<file path="src/rtl/core_pkg.sv">
// Shared core definitions: register-file geometry, FSM state and requester ids.
// Latency: n/a (types and constants only).
// Backpressure: n/a.
package core_pkg;

  localparam int REG_ADDR_W = 5;
  localparam int XLEN       = 32;

  // Register-file write sequencer states.
  typedef enum logic [0:0] {
    CLEAR = 1'b0,
    RUN   = 1'b1
  } state_e;

  // Requester ids. The id is also the bit position in the arbiter grant vector.
  typedef enum logic {
    REQ_ALU = 1'b0,
    REQ_MEM = 1'b1
  } req_id_e;

endpackage

</file>
<file path="src/rtl/rr_arbiter2.sv">
// Two-input round-robin arbiter with a last-grant pointer.
// Latency: grant is combinational from valids and pointer; the pointer updates on the granting edge.
// Backpressure: the loser is simply not granted and must hold its request.
//
// Ports:
//   i_clk, i_rst   clock and synchronous active-high reset (pointer -> REQ_ALU)
//   i_en           grants are forced to zero while low
//   i_valid[1:0]   request per requester, indexed by req_id_e
//   o_grant[1:0]   one-hot grant, only ever set for a valid requester
//   o_grant_id     id of the granted requester (meaningful when |o_grant)
import core_pkg::*;

module rr_arbiter2 (
  input  logic       i_clk,
  input  logic       i_rst,
  input  logic       i_en,
  input  logic [1:0] i_valid,
  output logic [1:0] o_grant,
  output req_id_e    o_grant_id
);

  req_id_e    r_last;
  logic [1:0] w_grant;

  always_comb begin
    w_grant = 2'b00;
    if (i_en) begin
      case (i_valid)
        2'b01:   w_grant = 2'b01;
        2'b10:   w_grant = 2'b10;
        // On contention the requester that was not served last wins.
        2'b11:   w_grant = (r_last == REQ_ALU) ? 2'b10 : 2'b01;
        default: w_grant = 2'b00;
      endcase
    end
  end

  assign o_grant    = w_grant;
  assign o_grant_id = w_grant[1] ? REQ_MEM : REQ_ALU;

  // A grant always coincides with a valid, so every grant is a transfer.
  always_ff @(posedge i_clk) begin
    if (i_rst) begin
      r_last <= REQ_ALU;
    end else if (|w_grant) begin
      r_last <= o_grant_id;
    end
  end

endmodule

</file>
<file path="src/rtl/regfile_write_arbiter.sv">
// Register-file write port sequencer: clears all registers after reset, then round-robins ALU/load writebacks.
// Latency: a handshake in cycle N shows as the registered write strobe in cycle N+1.
// Backpressure: readies are held low during the clear; in RUN the losing requester waits with valid held.
//
// Ports:
//   clock, reset                      clock and synchronous active-high reset
//   alu_valid/alu_ready/alu_rd/alu_data   ALU writeback request channel
//   mem_valid/mem_ready/mem_rd/mem_data   load writeback request channel
//   regwrite/writereg/writedata       registered register-file write port
//   init_done                         registered, high once every register has been cleared
import core_pkg::*;

module regfile_write_arbiter #(
  parameter int NUM_REGS = 32,          // must equal 2**ADDR_W
  parameter int ADDR_W   = REG_ADDR_W,
  parameter int DATA_W   = XLEN
) (
  input  logic              clock,
  input  logic              reset,
  input  logic              alu_valid,
  output logic              alu_ready,
  input  logic [ADDR_W-1:0] alu_rd,
  input  logic [DATA_W-1:0] alu_data,
  input  logic              mem_valid,
  output logic              mem_ready,
  input  logic [ADDR_W-1:0] mem_rd,
  input  logic [DATA_W-1:0] mem_data,
  output logic              regwrite,
  output logic [ADDR_W-1:0] writereg,
  output logic [DATA_W-1:0] writedata,
  output logic              init_done
);

  localparam logic [ADDR_W-1:0] LAST_REG = ADDR_W'(NUM_REGS - 1);

  state_e            r_state;
  logic [ADDR_W-1:0] r_cnt;
  logic              r_regwrite;
  logic [ADDR_W-1:0] r_writereg;
  logic [DATA_W-1:0] r_writedata;
  logic              r_init_done;

  logic              w_run;
  logic [1:0]        w_grant;
  req_id_e           w_grant_id;
  logic              w_xfer;
  logic [ADDR_W-1:0] w_rd;
  logic [DATA_W-1:0] w_data;

  assign w_run = (r_state == RUN);

  rr_arbiter2 u_arb (
    .i_clk      (clock),
    .i_rst      (reset),
    .i_en       (w_run),
    .i_valid    ({mem_valid, alu_valid}),
    .o_grant    (w_grant),
    .o_grant_id (w_grant_id)
  );

  assign alu_ready = w_grant[REQ_ALU];
  assign mem_ready = w_grant[REQ_MEM];
  assign w_xfer    = |w_grant;
  assign w_rd      = (w_grant_id == REQ_MEM) ? mem_rd   : alu_rd;
  assign w_data    = (w_grant_id == REQ_MEM) ? mem_data : alu_data;

  always_ff @(posedge clock) begin
    if (reset) begin
      r_state     <= CLEAR;
      r_cnt       <= '0;
      r_regwrite  <= 1'b0;
      r_writereg  <= '0;
      r_writedata <= '0;
      r_init_done <= 1'b0;
    end else begin
      case (r_state)
        CLEAR: begin
          r_regwrite  <= 1'b1;
          r_writereg  <= r_cnt;
          r_writedata <= '0;
          r_cnt       <= r_cnt + 1'b1;
          // init_done rises with the final clear strobe, so RUN starts the cycle it is visible.
          if (r_cnt == LAST_REG) begin
            r_state     <= RUN;
            r_init_done <= 1'b1;
          end
        end
        RUN: begin
          if (w_xfer) begin
            // x0 is hardwired: accept the request but suppress the strobe.
            r_regwrite  <= (w_rd != '0);
            r_writereg  <= w_rd;
            r_writedata <= w_data;
          end else begin
            r_regwrite  <= 1'b0;
          end
        end
        default: r_state <= CLEAR;
      endcase
    end
  end

  assign regwrite  = r_regwrite;
  assign writereg  = r_writereg;
  assign writedata = r_writedata;
  assign init_done = r_init_done;

endmodule

</file>
<file path="config.mk">
export PLATFORM = sky130hd
export DESIGN_NAME = regfile_write_arbiter
export DESIGN_NICKNAME = d
export VERILOG_FILES = /design/src/rtl/core_pkg.sv /design/src/rtl/rr_arbiter2.sv /design/src/rtl/regfile_write_arbiter.sv
export SDC_FILE = /design/constraint.sdc
export NUM_CORES = 1
export LEC_CHECK = 0
export ABC_AREA = 1
export CAP_MARGIN = 25
export CORE_MARGIN = 2
export CORE_UTILIZATION = 62
export CTS_CLUSTER_DIAMETER = 200
export DETAILED_ROUTE_END_ITERATION = 10
export DONT_BUFFER_PORTS = 1
export PLACE_DENSITY = 0.79
export SLEW_MARGIN = 20
export SYNTH_ARGS = -nofsm -noshare
export SYNTH_HDL_FRONTEND = slang
export SYNTH_SLANG_ARGS = --single-unit
</file>
<file path="constraint.sdc">
create_clock -name clock -period 1.8 [get_ports clock]
set_clock_uncertainty 0.1 [all_clocks]
set_input_delay 0.54 -clock clock [delete_from_list [all_inputs] [get_ports clock]]
set_output_delay 0.54 -clock clock [all_outputs]
set_load 0.1 [all_outputs]
</file>
==> results.md, run 1 <==
* Grt met2 use at 48.2%
* I/O pin count at 119
* Clock root cell: clkbuf_4
* Max-cap violation count at 0
* FF-to-FF setup slack at 0.20 ns
* Critical-path maximum fanout at 7
* Avg Cell Area, Syn at 6.33 um2
* Rel. slew slack at 66.5%
* # rows at 21
* Required time of the critical path at 1.16 ns
* CTS clk-pin slew, worst paths at 0.12 ns
* CP max stage delay at 0.35 ns
* LEAKAGE at 0.00148 uW
* Outcome: complete, but fails checks
* Hold slack final at 0.132 ns
* Total die area at 4010 um2
* Flops & latches, synth at 46
* Yosys warns at 0
* Layout area overhead at 20.7%
* DR WL/cell at 11.4 um
* Max H-tree Level at 2
* Setup slack after layout at -0.0199 ns
* Fillers at 256
* Max-slew violations at 0
* Diodes inserted at 0
* Worst path top cell family by delay: simple AND/OR/NAND/NOR gates
* Gpl congestion at 0.842
* Final worst-path cycle share at 101%
* Initial core utilization at 65.0%
* Final hold vios at 0
* Unrepaired setup endpoints after global routing: yes
* Hold path endpoint: u_arb.r_last$_SDFFE_PP0P_
* Num CTS Buffers at 5
* Largest net degree at the start of global routing at 28
* Maximum VDD drop at 604 uV
* IO buf count at 0
* Global routing met1 resource utilization at 29.9%
* Fmax at 549 MHz
* HPWL Detailed at 3.76 mm
* Total gr overflow at 0
* Failing checks: negative setup slack
* GRT met3 Usage at 6.25%
* # DRC at 0
* Worst Setup SP: u_arb.r_last$_SDFFE_PP0P_
* Min Tclk post-route at 1.82 ns
* Clock latency on the worst-skew pair at 0.35 ns
* CTS tree: yes
* Cells after Synth at 345
* Vias at 2,146
* Worst r2r src: r_state$_SDFF_PP0_
* HP Class: in2reg
* Worst R2R End: writedata[9]$_SDFFE_PP0P_
* Vias/cell at 4.97
* Clk buf depth at 2
* Hold Startpoint: reset
* Seq/Total Area, Yosys at 42.2%
* Worst EP arrival at 1.18 ns
* Worst Path Buf+Inv at 1
* Drt initial violations at 68
* Pwr Density at 597 nW/um2
* Die X at 63.4 um
* Worst-margin pin slew at 0.502 ns
* Worst-path cell with the longest stage delay: dfxtp_2
* Total power at 1570 uW
* Crit path kind: reg2out
* First-pass GRT wire length at 8.48 mm
* # nets final at 466
* Die Span Y at 63.4 um
* Busiest grt layer: met2
* Mapped Area at 2180 um2
* Pre-CTS setup slack at -0.0865 ns
* Final TNS setup at -0.0199 ns
* CTS Sinks at 46
* Cell Chain, Critical Path: or2_1 -> nand3_2 -> inv_8
* Total track usage at 26.2%
* FF-to-FF path depth at 10
* Critical path capture point type: output pin
* Layout cells sized above 1 at 17.1%
* Netlist cell types at 18
* Vias in the first global route at 2,013
* Post-route ant nets at 0
* Crit start category: flop
* WL final at 4.94 mm
* Hold path cells at 1
* Endpoints failing setup at 1
* Core area at 3360 um2
* Post-Syn Nets at 425
* Initial antenna violation count at 0
* First drt pass iteration count at 4
registers in the layout (all words and copies together) (netlist names):
signal,flops
writedata,32
r_cnt,5
writereg,5
u_arb.r_last,1
regwrite,1
r_state,1
init_done,1
placed cells by master (no fill, tap or decap):
cell type,n
a31oi_1,4
dfxtp_4,1
nor2_1,16
clkbuf_1,2
nand3_2,1
or2_1,1
dfxtp_1,44
inv_1,41
ha_1,2
nor2_8,1
clkbuf_4,5
inv_2,4
nand3_1,38
nand2_2,2
nor3_1,3
dfxtp_2,1
buf_12,3
inv_8,1
buf_4,47
nand2_1,156
o21ai_0,8
a21oi_1,5
synth_stat cells:
| cell | number | area share [%] |
|---|---|---|
| a21oi_1 | 5 | 1.1 |
| a31oi_1 | 4 | 1.1 |
| buf_1 | 3 | 0.52 |
| buf_2 | 7 | 1.6 |
| buf_4 | 4 | 1.4 |
| clkbuf_1 | 2 | 0.34 |
| dfxtp_1 | 46 | 42 |
| ha_1 | 2 | 1.1 |
| inv_1 | 42 | 7.2 |
| inv_2 | 4 | 0.69 |
| nand2_1 | 157 | 27 |
| nand2_2 | 1 | 0.29 |
| nand3_1 | 39 | 8.9 |
| nor2_1 | 16 | 2.7 |
| nor2_8 | 1 | 0.92 |
| nor3_1 | 3 | 0.69 |
| o21ai_0 | 8 | 1.8 |
| or2_1 | 1 | 0.29 |
per-stage QoR:
step           instance area [um2]  utilization, %  std cells
6_report                      2640            78.4        432
3_3_place_gp                  2560            76.2        424
2_1_floorplan                 2190               -        345
5_1_grt                       2640            78.4        432
3_5_place_dp                  2560            76.2        424
4_1_cts                       2630            78.3        432
metal layers:
metal  up-vias  routed length, um
met4         0                 41
met2        86               2430
li1       1123                  -
met3         5                402
met1       932               2070
met5         -                  0
cell type report:
class                           instances  area (um2)  share of cell area (%)
Clock buffer                            7        45.0                    1.71
Inverter                               46         180                    6.83
Sequential cell                        46         926                    35.1
Tap cell                               46        57.6                    2.18
Timing Repair Buffer                   50         413                    15.7
Multi-Input combinational cell        237        1010                    38.5
worst max path at each step:
stage                                 endpoint  slack, ns  depth (start not counted)
floorplan                            alu_ready     -0.009                          5
global placement                     alu_ready      -0.05                          4
detailed placement  writedata[28]$_SDFFE_PP0P_      -0.09                          9
CTS                                  mem_ready      -0.01                          4
global route                         alu_ready      -0.08                          3
finish                               alu_ready      -0.02                          3
power by group:
group	switching [uW]	leakage [uW]	internal [uW]
Combinational	72.5	0.00108	23.5
Sequential	6.73	0.000373	1030
Clock	295	0.0000254	148
Total	375	0.00148	1200
timing repair:
item	4_1_cts	5_1_grt
endpoints found under the setup margin	2	2
buffers inserted	1	0
hold endpoints to repair	0	0
pin swaps	1	0
resized for setup	9	1
hold buffers	0	0
logic make-up (layout without fill, tap and decap cells):
logic type,count (synthesis),count (layout),share of synthesized area [%]
buffers and inverters,62,103,11.7
adder cells (fa/ha/maj),2,2,1.15
AND/OR/NAND/NOR,218,218,40.8
flip-flops,46,46,42.2
AO/OA/AOI/OAI,17,17,4.12
Note: power is estimated with default switching activity, not from simulation.
==> run 2: changes to the inputs <==
Settings changed: CORE_MARGIN 2 to 3, CORE_UTILIZATION 62 to 40, PLACE_DENSITY 0.79 to 0.55.
==> run 2 against run 1 <==
- the flow now finishes without violations
- combinational power shrank 2%
- routed wire length grew 13%
- final area grew 4.7%
- via count grew 0.37%
- largest cell class unchanged
- non-clock buffer count grew 2
- critical path depth is the same
==> results.md, run 2 (synthesis gave the netlist of run 1 again) <==
* Worst Setup SP: u_arb.r_last$_SDFFE_PP0P_ (unchanged)
* Required time of the critical path at 1.16 ns (about the same)
* Core area at 5200 um2 (was 3360 um2)
* Crit start category: flop (unchanged)
* Fmax at 580 MHz (was 549 MHz)
* HP Class: in2reg (unchanged)
* Maximum VDD drop at 261 uV (was 604 uV)
* DR WL/cell at 12.2 um (was 11.4 um)
* I/O pin count at 119 (unchanged)
* Critical path capture point type: output pin (unchanged)
* Pre-CTS setup slack at -0.0703 ns (was -0.0865 ns)
* Final worst-path cycle share at 95.8% (was 101%)
* Largest net degree at the start of global routing at 30 (was 28)
* Non-filler cells, final at 458 (was 432)
* Clk buf depth at 2 (unchanged)
* # nets final at 468 (was 466)
* Max-cap violation count at 0 (unchanged)
* Vias/cell at 4.70 (was 4.97)
* First-pass GRT wire length at 8.60 mm (was 8.48 mm)
* Max H-tree Level at 2 (unchanged)
* Vias in the first global route at 1,899 (was 2,013)
* Total track usage at 17.1% (was 26.2%)
* Max FFs per register at 32 (unchanged)
* Total power at 1720 uW (was 1570 uW)
* DP Cell Count at 448 (was 424)
* Rel. slew slack at 72.2% (was 66.5%)
* Hold_buf cts at 0 (unchanged)
* Die X at 79.9 um (was 63.4 um)
* Gpl congestion at 0.764 (was 0.842)
* Final TNS setup at 0 ns (was -0.0199 ns)
* LEAKAGE at 0.00152 uW (was 0.00148 uW)
* Commonest non-fill, non-tap cells in the layout: 156 x nand2_1, 47 x buf_4, 44 x dfxtp_1 (unchanged)
* Min Tclk post-route at 1.72 ns (was 1.82 ns)
* Num CTS Buffers at 5 (unchanged)
* # DRC at 0 (unchanged)
* Hold slack final at 0.202 ns (was 0.132 ns)
* First drt pass iteration count at 5 (was 4)
* Unrepaired setup endpoints after global routing: no (was yes)
* CP max stage delay at 0.33 ns (was 0.35 ns)
* Die Span Y at 79.9 um (was 63.4 um)
* Worst EP arrival at 1.08 ns (was 1.18 ns)
* CTS Sinks at 46 (unchanged)
* CTS clk-pin slew, worst paths at 0.08 ns (was 0.12 ns)
* Total gr overflow at 0 (unchanged)
* Endpoints failing setup at 0 (was 1)
* Initial core utilization at 42.0% (was 65.0%)
* # rows at 26 (was 21)
* Final hold vios at 0 (unchanged)
* Vias at 2,154 (was 2,146)
* Worst-margin pin slew at 0.417 ns (was 0.502 ns)
* Outcome: completed (was complete, but fails checks)
* Max-slew violations at 0 (unchanged)
* Layout cells sized above 1 at 17.5% (was 17.1%)
* Worst r2r src: r_state$_SDFF_PP0_ (unchanged)
* Critical-path maximum fanout at 5 (was 7)
* Diodes inserted at 0 (unchanged)
* CTS tree: yes (unchanged)
* HPWL Detailed at 4.07 mm (was 3.76 mm)
* Crit path kind: reg2out (unchanged)
* WL final at 5.57 mm (was 4.94 mm)
* Drt initial violations at 66 (was 68)
* Hold Startpoint: reset (unchanged)
* Cell Chain, Critical Path: or2_1 -> nand3_2 -> inv_8 (unchanged)
* Initial antenna violation count at 0 (unchanged)
* Clock root cell: clkbuf_8 (was clkbuf_4)
* Setup slack after layout at 0.0752 ns (was -0.0199 ns)
* Pwr Density at 624 nW/um2 (was 597 nW/um2)
* Clock latency on the worst-skew pair at 0.29 ns (was 0.35 ns)
* Layout area overhead at 26.3% (was 20.7%)
* IO buf count at 0 (unchanged)
* Total die area at 6380 um2 (was 4010 um2)
* Most common cell after layout, fill and taps aside: nand2_1 (unchanged)
* Post-route ant nets at 0 (unchanged)
* Worst-path cell with the longest stage delay: dfxtp_2 (unchanged)
## run 2: report_power, final
group	internal, uW	switching, uW	leakage (uW)
clock	268	325	0.0000383
combinational	23.5	70.9	0.00111
sequential	1030	6.61	0.000373
## run 2: final cells by class
type	instances	area, um2
Tap cell	70	87.6
Inverter	46	180
Fill cell	548	2440
Timing Repair Buffer	52	478
Multi-Input combinational cell	237	1010
Sequential cell	46	923
Clock buffer	7	76.3
## run 2: worst paths after layout
check / end / slack, ns / cells past startpoint
worst max register to register: writedata[28]$_SDFFE_PP0P_ / 0.29 / 10
worst min-delay path: u_arb.r_last$_SDFFE_PP0P_ / 0.20 / 1
worst max-delay path: alu_ready / 0.08 / 3
worst min register to register: init_done$_SDFFE_PP0P_ / 0.38 / 2
## run 2: per-layer routing
| layer | GRT usage (%) | share of wire (%) |
|---|---|---|
| met5 | 0 | 0 |
| met3 | 3.61 | 7.4 |
| met4 | 5.74 | 1.0 |
| met1 | 20.4 | 43 |
| met2 | 30.0 | 48 |
## run 2: repair_timing
action | CTS | global route
buffers inserted | 0 | 1
endpoints found under the setup margin | 2 | 1
gates resized for setup | 8 | 1
pin swaps | 0 | 1
cloned | 2 | 0
## run 2: critical path, delay by kind of cell (launching register included)
kind                   cells  cell delay [ns]
and+or+nand+nor            2             0.35
buffers and inverters      1             0.11
DFF                        1             0.33
## run 2: per-stage QoR
step                      cell area [um2]  utilization [%]
after floorplan                      2190                -
after global placement               2590             49.8
after detailed placement             2590             49.8
after CTS                            2750             52.8
after global routing                 2760             53.0
final                                2760             53.0
==> run 3: changes to the inputs <==
Settings changed: CORE_MARGIN 3 to 2.
==> run 3 against run 2 <==
- non-clock buffer count unchanged
- power is 0.33% lower
- combinational power grew 1%
- fmax down 0.95%
- register-to-register slack lost 0.04 ns
- first-iteration DRC count shrank 21%
- critical path depth grew 1
- clock power decreased by 1%
- count of clock-buffer cells in the layout is the same
- routed wire length shrank 2.5%
- sequential power hardly changed
==> results.md, run 3 (synthesis gave the netlist of run 1 again) <==
* Outcome: completed (unchanged)
* Max H-tree Level at 2 (unchanged)
* CTS tree: yes (unchanged)
* Worst r2r src: r_state$_SDFF_PP0_ (unchanged)
* Max-slew violations at 0 (unchanged)
* Endpoints failing setup at 0 (unchanged)
* # nets final at 468 (unchanged)
* Part of the power in registers at 60.3% (was 60.1%)
* Clock latency on the worst-skew pair at 0.29 ns (about the same)
* Layout cells sized above 1 at 17.3% (was 17.5%)
* Crit path kind: reg2out (unchanged)
* FF-to-FF path depth at 10 (unchanged)
* Total track usage at 18.0% (was 17.1%)
* Required time of the critical path at 1.16 ns (about the same)
* Layout area overhead at 26.2% (was 26.3%)
* Hold path cells at 1 (unchanged)
* IO buf count at 0 (unchanged)
* DP Area at 2590 um2 (unchanged)
* Critical path capture point type: output pin (unchanged)
* Final hold vios at 0 (unchanged)
* Rel. slew slack at 72.2% (about the same)
* Initial core utilization at 42.0% (unchanged)
* Total die area at 6070 um2 (was 6380 um2)
* Die Span Y at 77.9 um (was 79.9 um)
* Design Area, Final at 2760 um2 (about the same)
* Hold path endpoint: r_state$_SDFF_PP0_ (was u_arb.r_last$_SDFFE_PP0P_)
* Fmax at 574 MHz (was 580 MHz)
* Pwr Density at 622 nW/um2 (was 624 nW/um2)
* Total gr overflow at 0 (unchanged)
* Hold Startpoint: reset (unchanged)
* Final worst-path cycle share at 96.7% (was 95.8%)
* HPWL Detailed at 3.85 mm (was 4.07 mm)
* WL final at 5.43 mm (was 5.57 mm)
* First-pass GRT wire length at 8.81 mm (was 8.60 mm)
* Net switching power at 397 uW (was 403 uW)
* First drt pass iteration count at 4 (was 5)
* Comb pwr share at 5.6% (was 5.5%)
* Maximum VDD drop at 270 uV (was 261 uV)
* HP Class: in2reg (unchanged)
* Drt initial violations at 52 (was 66)
* Gpl congestion at 0.749 (was 0.764)
* Worst EP arrival at 1.10 ns (was 1.08 ns)
* Worst-margin pin slew at 0.416 ns (was 0.417 ns)
* CTS clk-pin slew, worst paths at 0.08 ns (about the same)
* Crit start category: flop (unchanged)
* Fillers at 538 (was 548)
* # DRC at 0 (unchanged)
* FF-to-FF setup slack at 0.25 ns (was 0.29 ns)
* Hold slack final at 0.200 ns (was 0.202 ns)
* Total power at 1720 uW (about the same)
* Vias/cell at 4.65 (was 4.70)
* Diodes inserted at 0 (unchanged)
* Clk buf depth at 2 (unchanged)
* Final core utilization at 53.0% (about the same)
* Critical-path maximum fanout at 5 (unchanged)
* Vias at 2,129 (was 2,154)
* LEAKAGE at 0.00152 uW (about the same)
* Most common cell after layout, fill and taps aside: nand2_1 (unchanged)
* Max FFs per register at 32 (unchanged)
* Max-cap violation count at 0 (unchanged)
* Vias in the first global route at 1,972 (was 1,899)
* Internal at 1320 uW (about the same)
* Final TNS setup at 0 ns (unchanged)
* Core area at 5200 um2 (unchanged)
* Switching portion of total power at 23.1% (was 23.4%)
* Clock root cell: clkbuf_8 (unchanged)
* Clock power frac at 34.2% (was 34.5%)
* Worst R2R End: writedata[5]$_SDFFE_PP0P_ (was writedata[28]$_SDFFE_PP0P_)
* Largest net degree at the start of global routing at 28 (was 30)
* Post-route ant nets at 0 (unchanged)
* Commonest non-fill, non-tap cells in the layout: 157 x nand2_1, 47 x buf_4, 44 x dfxtp_1 (was 156 x nand2_1, 47 x buf_4, 44 x dfxtp_1)
* I/O pin count at 119 (unchanged)
* Hold_buf cts at 0 (unchanged)
* Min Tclk post-route at 1.74 ns (was 1.72 ns)
* DR WL/cell at 11.9 um (was 12.2 um)
* Initial antenna violation count at 0 (unchanged)
* Unrepaired setup endpoints after global routing: no (unchanged)
* Die X at 77.9 um (was 79.9 um)
* Num CTS Buffers at 5 (unchanged)
* CTS Sinks at 46 (unchanged)
* # rows at 26 (unchanged)
[run 3: cell counts in the layout (fill, tap and decap cells not counted)]
Identical to the previous run, type by type.
[run 3: how the worst max path moves through the flow]
stage / startpoint / to / slack [ns] / cells past startpoint
final: u_arb.r_last$_SDFFE_PP0P_ / mem_ready / 0.06 / 4
after detailed placement: mem_valid / writedata[19]$_SDFFE_PP0P_ / -0.1 / 9
after floorplan: mem_valid / alu_ready / -0.009 / 5
after global routing: u_arb.r_last$_SDFFE_PP0P_ / mem_ready / 0.00007 / 4
after CTS: u_arb.r_last$_SDFFE_PP0P_ / mem_ready / 0.005 / 4
after global placement: mem_valid / writedata[30]$_SDFFE_PP0P_ / -0.06 / 9
[run 3: cell type report]
cell class                 count  area (um2)  area share (%)
multi-input combinational    237        1010            36.7
sequential                    46         923            33.5
timing repair buffer          52         478            17.3
inverter                      46         180            6.53
tap                           70        87.6            3.18
clock buffer                   7        76.3            2.77
[run 3: critical path, cell delays in order (launching register included)]
cell and delay (ns):
dfxtp_2 0.33, nand2_1 0.09, inv_2 0.07, nor2_8 0.12
buf_12 0.19
[run 3: what timing repair did]
item	4_1_cts	5_1_grt
endpoints found under the setup margin	2	1
resized for setup	7	1
setup buffers	0	1
gates cloned	2	0
pin swaps	0	1
[run 3: per-layer routing]
layer / vias up / part of all wire, % / routed length [um] / track usage [%]
li1: 1126 / - / - / -
met1: 918 / 45 / 2440 / 21.6
met2: 81 / 47 / 2560 / 31.5
met3: 4 / 7.3 / 394 / 3.72
met4: 0 / 0.81 / 44 / 6.67
met5: - / 0 / 0 / 0
[run 3: per-stage QoR]
step / std cells / setup slack, ns
after floorplan: 345 / -0.00889
after global placement: 448 / -0.0592
after detailed placement: 448 / -0.0964
after CTS: 457 / 0.00514
after global routing: 458 / 0.0000662
final: 458 / 0.0586
[run 3: power by group through the flow]
stage / Clock, uW / Combinational [uW] / Sequential (uW)
after floorplan: 0 / 39.0 / 1090
after global placement: 0 / 93.8 / 1060
after detailed placement: 0 / 95.2 / 1060
after CTS: 612 / 96.7 / 1030
after global routing: 653 / 105 / 1040
final: 586 / 95.6 / 1030
